===== src/rtl/afifo_pkt_writer.sv =====
`default_nettype none
// ============================================================================
//  Module   : afifo_pkt_writer
//  Purpose  : Write-domain packet framer in front of a dual-clock FIFO.
//             Turns a valid/ready payload stream into frames of the form
//             header (sequence number), payload, trailer (XOR checksum).
//             Payloads longer than MAX_LEN beats are truncated: the trailer
//             is emitted after the MAX_LEN-th beat and the remaining beats
//             are discarded up to and including the last one.
//  Ports    : wclk_i / wrst_n_i   write clock, async active-low reset
//             s_valid_i, s_ready_o, s_data_i, s_last_i   payload stream
//             wen_o, wdata_o, wfull_i                    FIFO write port
//             pkt_cnt_o   trailers written (wraps)
//             trunc_o     one-cycle pulse per truncated packet
//             busy_o      framer active or output word pending
//  Revision : 1.0  initial release
// ============================================================================
module afifo_pkt_writer #(
   parameter int WIDTH   = 8,
   parameter int MAX_LEN = 16,
   parameter int CNT_W   = 16
) (
   input  logic             wclk_i,
   input  logic             wrst_n_i,
   input  logic             s_valid_i,
   output logic             s_ready_o,
   input  logic [WIDTH-1:0] s_data_i,
   input  logic             s_last_i,
   output logic             wen_o,
   output logic [WIDTH-1:0] wdata_o,
   input  logic             wfull_i,
   output logic [CNT_W-1:0] pkt_cnt_o,
   output logic             trunc_o,
   output logic             busy_o
);

   localparam int                LEN_W      = $clog2(MAX_LEN + 1);
   localparam logic [LEN_W-1:0]  c_LEN_LAST = LEN_W'(MAX_LEN - 1);

   typedef enum logic [1:0] {
      ST_IDLE = 2'd0,
      ST_PAY  = 2'd1,
      ST_TRL  = 2'd2,
      ST_DROP = 2'd3
   } state_t;

   state_t           r_state, w_state_nxt;

   logic             r_out_valid;
   logic [WIDTH-1:0] r_out_data;
   logic             r_out_is_trl;
   logic [WIDTH-1:0] r_seq;
   logic [WIDTH-1:0] r_csum;
   logic [LEN_W-1:0] r_len;
   logic             r_drop_pend;
   logic [CNT_W-1:0] r_pkt_cnt;
   logic             r_trunc;

   logic             w_accept;
   logic             w_can_load;
   logic             w_load;
   logic [WIDTH-1:0] w_load_data;
   logic             w_load_trl;
   logic             w_hdr;
   logic             w_beat;
   logic             w_trunc;
   logic             w_drop_set;
   logic             w_drop_clr;

   // The output register may reload in the same cycle its word is taken,
   // which is what gives one FIFO word per cycle without bubbles.
   assign w_accept   = r_out_valid & ~wfull_i;
   assign w_can_load = ~r_out_valid | w_accept;

   always_comb begin
      w_state_nxt = r_state;
      s_ready_o   = 1'b0;
      w_load      = 1'b0;
      w_load_data = r_out_data;
      w_load_trl  = 1'b0;
      w_hdr       = 1'b0;
      w_beat      = 1'b0;
      w_trunc     = 1'b0;
      w_drop_set  = 1'b0;
      w_drop_clr  = 1'b0;
      case (r_state)
         ST_IDLE: begin
            if (s_valid_i && w_can_load) begin
               w_load      = 1'b1;
               w_load_data = r_seq;
               w_hdr       = 1'b1;
               w_state_nxt = ST_PAY;
            end
         end
         ST_PAY: begin
            s_ready_o = w_can_load;
            if (s_valid_i && w_can_load) begin
               w_load      = 1'b1;
               w_load_data = s_data_i;
               w_beat      = 1'b1;
               if (s_last_i) begin
                  w_state_nxt = ST_TRL;
               end else if (r_len == c_LEN_LAST) begin
                  w_trunc     = 1'b1;
                  w_drop_set  = 1'b1;
                  w_state_nxt = ST_TRL;
               end
            end
         end
         ST_TRL: begin
            if (w_can_load) begin
               w_load      = 1'b1;
               w_load_data = r_csum;
               w_load_trl  = 1'b1;
               w_drop_clr  = 1'b1;
               w_state_nxt = r_drop_pend ? ST_DROP : ST_IDLE;
            end
         end
         ST_DROP: begin
            // Discarded beats never reach the FIFO, so fullness is irrelevant.
            s_ready_o = 1'b1;
            if (s_valid_i && s_last_i) begin
               w_state_nxt = ST_IDLE;
            end
         end
         default: w_state_nxt = ST_IDLE;
      endcase
   end

   always_ff @(posedge wclk_i or negedge wrst_n_i) begin
      if (!wrst_n_i) begin
         r_state      <= ST_IDLE;
         r_out_valid  <= 1'b0;
         r_out_data   <= '0;
         r_out_is_trl <= 1'b0;
         r_seq        <= '0;
         r_csum       <= '0;
         r_len        <= '0;
         r_drop_pend  <= 1'b0;
         r_pkt_cnt    <= '0;
         r_trunc      <= 1'b0;
      end else begin
         r_state <= w_state_nxt;
         r_trunc <= w_trunc;

         if (w_load) begin
            r_out_valid  <= 1'b1;
            r_out_data   <= w_load_data;
            r_out_is_trl <= w_load_trl;
         end else if (w_accept) begin
            r_out_valid  <= 1'b0;
         end

         if (w_hdr) begin
            r_seq  <= r_seq + WIDTH'(1);
            r_csum <= '0;
            r_len  <= '0;
         end else if (w_beat) begin
            r_csum <= r_csum ^ s_data_i;
            r_len  <= r_len + LEN_W'(1);
         end

         if (w_drop_set) begin
            r_drop_pend <= 1'b1;
         end else if (w_drop_clr) begin
            r_drop_pend <= 1'b0;
         end

         if (w_accept && r_out_is_trl) begin
            r_pkt_cnt <= r_pkt_cnt + CNT_W'(1);
         end
      end
   end

   assign wen_o     = w_accept;
   assign wdata_o   = r_out_data;
   assign pkt_cnt_o = r_pkt_cnt;
   assign trunc_o   = r_trunc;
   assign busy_o    = (r_state != ST_IDLE) | r_out_valid;

endmodule
`default_nettype wire


===== config.mk =====
export PLATFORM = sky130hd
export DESIGN_NAME = afifo_pkt_writer
export DESIGN_NICKNAME = d
export VERILOG_FILES = /design/src/rtl/afifo_pkt_writer.sv
export SDC_FILE = /design/constraint.sdc
export NUM_CORES = 1
export LEC_CHECK = 0
export CAP_MARGIN = 5
export CORE_MARGIN = 3
export CORE_UTILIZATION = 53
export DETAILED_ROUTE_END_ITERATION = 8
export GPL_TIMING_DRIVEN = 0
export HOLD_SLACK_MARGIN = 0.15
export PLACE_DENSITY = 0.79
export SLEW_MARGIN = 20
export SYNTH_ARGS = -nofsm -noshare
export SYNTH_HDL_FRONTEND = slang
export SYNTH_SLANG_ARGS = --single-unit

===== constraint.sdc =====
create_clock -name wclk_i -period 2.5 [get_ports wclk_i]
set_input_delay 0.5 -clock wclk_i [delete_from_list [all_inputs] [get_ports wclk_i]]
set_output_delay 0.5 -clock wclk_i [all_outputs]
set_load 0.01 [all_outputs]

-- Yosys cells after proc, flatten, opt, wreduce, memory -nomap -nowiden
Index checks and enable logic that the tools add are counted.
- word-level logic and storage cells: 71
- output and inout bits: 28
- register bits: 51
- input bits: 13
- add/subtract/negate cells: 3
- reduce and logical (&&, ||, !) cells: 12
- multiplexer cells: 31
- bitwise operators: 6
- eq/ne operators: 9
- operators with widths (cell ; count):
    $mux W8 ; 5
    $pmux W8 S3 ; 1
    $add A16 B1 Y16 const B ; 1
    $mux W2 ; 7
    $mux W1 ; 13
    $mux W5 ; 2
    $reduce_and A5 Y1 ; 2
    $add A8 B1 Y8 const B ; 1
    $ne A2 B2 Y1 const B ; 4
    $pmux W2 S4 ; 1
    $reduce_bool A2 Y1 ; 4
    $xor A8 B8 Y8 ; 1
    $add A5 B1 Y5 const B ; 1
    $eq A5 B4 Y1 const B ; 1
    $eq A2 B2 Y1 const B ; 2
    $pmux W1 S2 ; 2
    $logic_and A1 B1 Y1 ; 3
    $ne A3 B3 Y1 const B ; 1
    $reduce_bool A3 Y1 ; 1
    $eq A2 B1 Y1 const B ; 1
    $logic_not A2 Y1 ; 1
    $not A1 Y1 ; 2
    $or A1 B1 Y1 ; 2
    $reduce_or A2 Y1 ; 1
    $and A1 B1 Y1 ; 1

-- Depth between registers and ports, before layout
- depth in word-level cells: 8
- gate-level depth with buffers: 8
- mapped depth without buffers: 7

-- Least setup slack after synthesis
OpenSTA, ideal clock, no wires.
- path kind: reg2reg
- from: register r_state[0]
- to: register r_state[1]
- path slack: 0.714 ns
- stages on the path, launching flop included: 8
- buffers on the path: 1
- data arrival time: 1.691 ns
- required time: 2.405 ns
- period minus slack after synthesis: 1.786 ns
- setup time: 0.095 ns
- cells stage by stage: dfrtp_1 > inv_1 > ha_1 > buf_6 > or2_4 > nor2b_4 > or3b_4 > o31ai_1
- cells in the longest elaborated chain, start to end: 3
- elaborated cells on any way between the ends: 11
- those cells by class: 8 x eq/ne; 1 x mux; 2 x reduce/logical
- ends and longest elaborated chain (item ; line ; RTL):
    start: declaration ; 47 ; state_t r_state, w_state_nxt;
    start signal: assignment ; 143 ; r_state <= w_state_nxt;
    $eq A2 B1 Y1, or another cell as far along ; 86 ; case (r_state)
    $ne A3 B3 Y1 (no line) / $ne A2 B2 Y1 (equally long branches) ; n/a ;
    $reduce_and A5 Y1 (no line) ; n/a ;
Several ways; a longest one is shown, not always the timed one.
A chain may end at the register's enable or synchronous reset.

-- Final worst setup path
- from: register r_state[1]
- to: output port s_ready_o
- cells in the longest elaborated chain, start to end: 2
- elaborated cells on any way between the ends: 3
- those cells by class: 2 x eq/ne; 1 x mux
- ends and longest elaborated chain (item ; line ; RTL):
    $eq A2 B2 Y1 / $eq A2 B1 Y1 (equally long branches) ; 86 ;
    $pmux W1 S2 * ; 86 ;
    end: declaration ; 26 ; output logic s_ready_o,
Every way passes the cells marked *; elsewhere a longest branch is shown, timed or not.

==> reports/metrics.csv <==
metric,value,unit
grt_usage,0.192,
antenna_found_initial,0,
die_height,74.6,µm
core-area,4440,µm²
cts_buffer_depth,2,
r2r_setup_slack,450,ps
period_share,0.962,
synth_warnings,0,
clock_power_share,0.179,
gp_congestion,0.828,
ys_types,36,
areaGrowthSynthToFinish,23.6,%
ys.flop_type,dfrtp_1,
finalSetupTns,0,ps
drtAntennaViolNets,0,
crit_fanout,10,
numCtsBuffers,5,
clock_sinks,51,
initial_core_util,0.562,
relSlewSlack,0.585,
finalSetupViolations,0,
overflow,0,
drt_iter0_markers,93,
p_per_area,1060,nW/µm²
clkLatencyLatePin,310,ps
drc,0,
cp.arrival,1910,ps
synth_seq_cells,51,
pwr-share-seq,0.390,
grt_pass1_vias,1793,
power.share.switching,0.373,
portBuffers,40,
p_leak,1.42,nW
rsz0062_at_grt,no,
ys_seq_area_frac,0.511,
cp-end-kind,output pin,
min_period,2410,ps
io_pins,41,
tritoncts,done,
vias_per_cell,5.44,
post_route_cells_drive_above_1_share,0.0717,
grt_max_degree,52,
status,completed,
holdWs,198,ps
worst_pin_slew,623,ps
path_clk_slew,80,ps
fin_skew,7.09,ps
grt_pass1_wl,8100,µm
p_int,2.04,mW
diodes,0,
cp-start-kind,flop,
hold_class,input pin to asynchronous set/reset pin,
worst-setup-path-type,flop to output pin,
cap_violations,0,
comb_power_share,0.431,
wire_per_inst,14.3,µm
synthArstFlopShare,1.00,
avgSynthCellArea,10.2,µm²
crit_required,2000,ps
num_vias,1877,
h-tree-depth,2,
switching_power,1.22,mW
hold_viol,0,
die_area,5570,µm²
report.final.slew_viol_count,0,
fmax,416,MHz
syn_inst,245,
nets,314,
dpl.hpwl,3630,µm
syn_nets,267,
fp-row-count,24,
ir_drop,0.000633,V
ctsRootBufferMaster,clkbuf_8,
drt_first_pass_iters,5,
dieWidth,74.6,µm
syn_area,2500,µm²
routed_wl,4940,µm
synth-edff-count,0,
hold_buffers,0,
==> worst max-delay path, stage by stage, from the launching register on <==
cell,delay (ps)
dfrtp_1,430
inv_1,120
ha_2,240
buf_6,160
a21o_1,120
clkdlybuf4s50_1,530
==> power by group through the flow <==
stage	combinational, mW	clock, mW	sequential, mW
after floorplan	0.873	0	1.28
after global placement	1.36	0	1.27
after detailed placement	1.39	0	1.28
after CTS	1.41	0.596	1.27
after global routing	1.58	0.626	1.30
final	1.41	0.585	1.27
==> synthesized netlist by cell type (3+ instances only) <==
cell	number	share of area
a21oi_1	3	0.0060
a22oi_1	8	0.024
and2_1	4	0.010
and3_1	4	0.010
clkbuf_1	6	0.0090
dfrtp_1	51	0.51
ha_1	9	0.045
inv_1	4	0.0060
nand2_1	35	0.053
nand3_1	21	0.042
nand4_1	5	0.013
nor2_1	16	0.024
o21ai_0	19	0.038
o31ai_1	3	0.0090
xnor2_1	15	0.053
xor2_1	17	0.060
==> metrics by stage <==
stage               cell area, µm²  power, mW  cells   util  setup slack [ps]
finish                        3090       3.26    345  0.695              94.7
global route                  3090       3.51    345  0.695              23.3
CTS                           3080       3.27    345  0.694              25.4
detailed placement            2960       2.67    337  0.666              86.0
global placement              2960       2.63    337  0.667              -534
floorplan                     2500       2.16    245      -               714
==> state kept, by name, indices dropped and copies added, names as in the netlist <==
| name | count |
|---|---|
| r_len | 5 |
| r_drop_pend | 1 |
| r_out_is_trl | 1 |
| r_state | 2 |
| pkt_cnt_o | 16 |
| r_csum | 8 |
| trunc_o | 1 |
| wdata_o | 8 |
| r_seq | 8 |
| r_out_valid | 1 |
==> path summary, 6_finish.rpt <==
check,to,cells past startpoint,start
worst min register to register,pkt_cnt_o[15]$_DFFE_PN0P_,1,pkt_cnt_o[15]$_DFFE_PN0P_
worst max register to register,wdata_o[5]$_DFFE_PN0P_,7,r_state[0]$_DFFE_PN0P_
worst min-delay path,pkt_cnt_o[6]$_DFFE_PN0P_,1,wrst_n_i
min in group wclk_i,pkt_cnt_o[15]$_DFFE_PN0P_,1,pkt_cnt_o[15]$_DFFE_PN0P_
worst max-delay path,s_ready_o,5,r_state[1]$_DFFE_PN0P_
max in group asynchronous,r_out_is_trl$_DFFE_PN0P_,1,wrst_n_i
==> metal layers <==
| metal | share of wire | track usage | up-vias |
|---|---|---|---|
| met3 | 0.054 | 0.0414 | 6 |
| li1 | - | - | 926 |
| met4 | 0.013 | 0.0751 | 0 |
| met2 | 0.47 | 0.312 | 52 |
| met1 | 0.47 | 0.253 | 893 |
| met5 | 0 | 0 | - |
==> placed cells by master, fill, tap and decap left out, types with 2 or more instances in the layout <==
cell	count
clkdlybuf4s50_1	39
nand2_1	35
clkbuf_1	5
and2_1	4
dfrtp_1	51
a22oi_1	8
a21o_1	2
nor3_1	2
o21ai_0	19
buf_6	2
inv_1	4
clkbuf_8	6
a21oi_1	3
nand4_1	5
ha_1	8
nand2b_1	2
nand3_1	21
buf_2	2
xor2_1	17
and3_1	4
o31ai_1	3
nor3b_1	2
xnor2_1	15
nor2_1	16
==> cell families after synthesis <==
kind of cell	count (synthesis)	share of synthesized area
AND/OR/NAND/NOR	98	0.196
flip-flops	51	0.511
AO/OA/AOI/OAI	39	0.0992
XOR/XNOR	32	0.112
buffers and inverters	13	0.0235
adder cells (fa/ha/maj)	9	0.0451
multiplexers	3	0.0130
==> layout make-up <==
cell class,instances,area [µm²]
buffer,9,51.3
clock buffer,6,82.6
clock inverter,2,35.0
fill,346,1360
inverter,4,15.0
multi-input combinational,181,1160
sequential,51,1280
tap,52,65.1
timing repair buffer,40,398
==> what timing repair did <==
action                                 in CTS  in global routing
gates cloned                                0                  0
gates resized for setup                     3                  2
setup endpoints to repair                   1                  1
pin swaps                                   0                  0
endpoints found under the hold margin       0                  0
buffers inserted                            0                  0
Power figures use the tool's default switching activity.
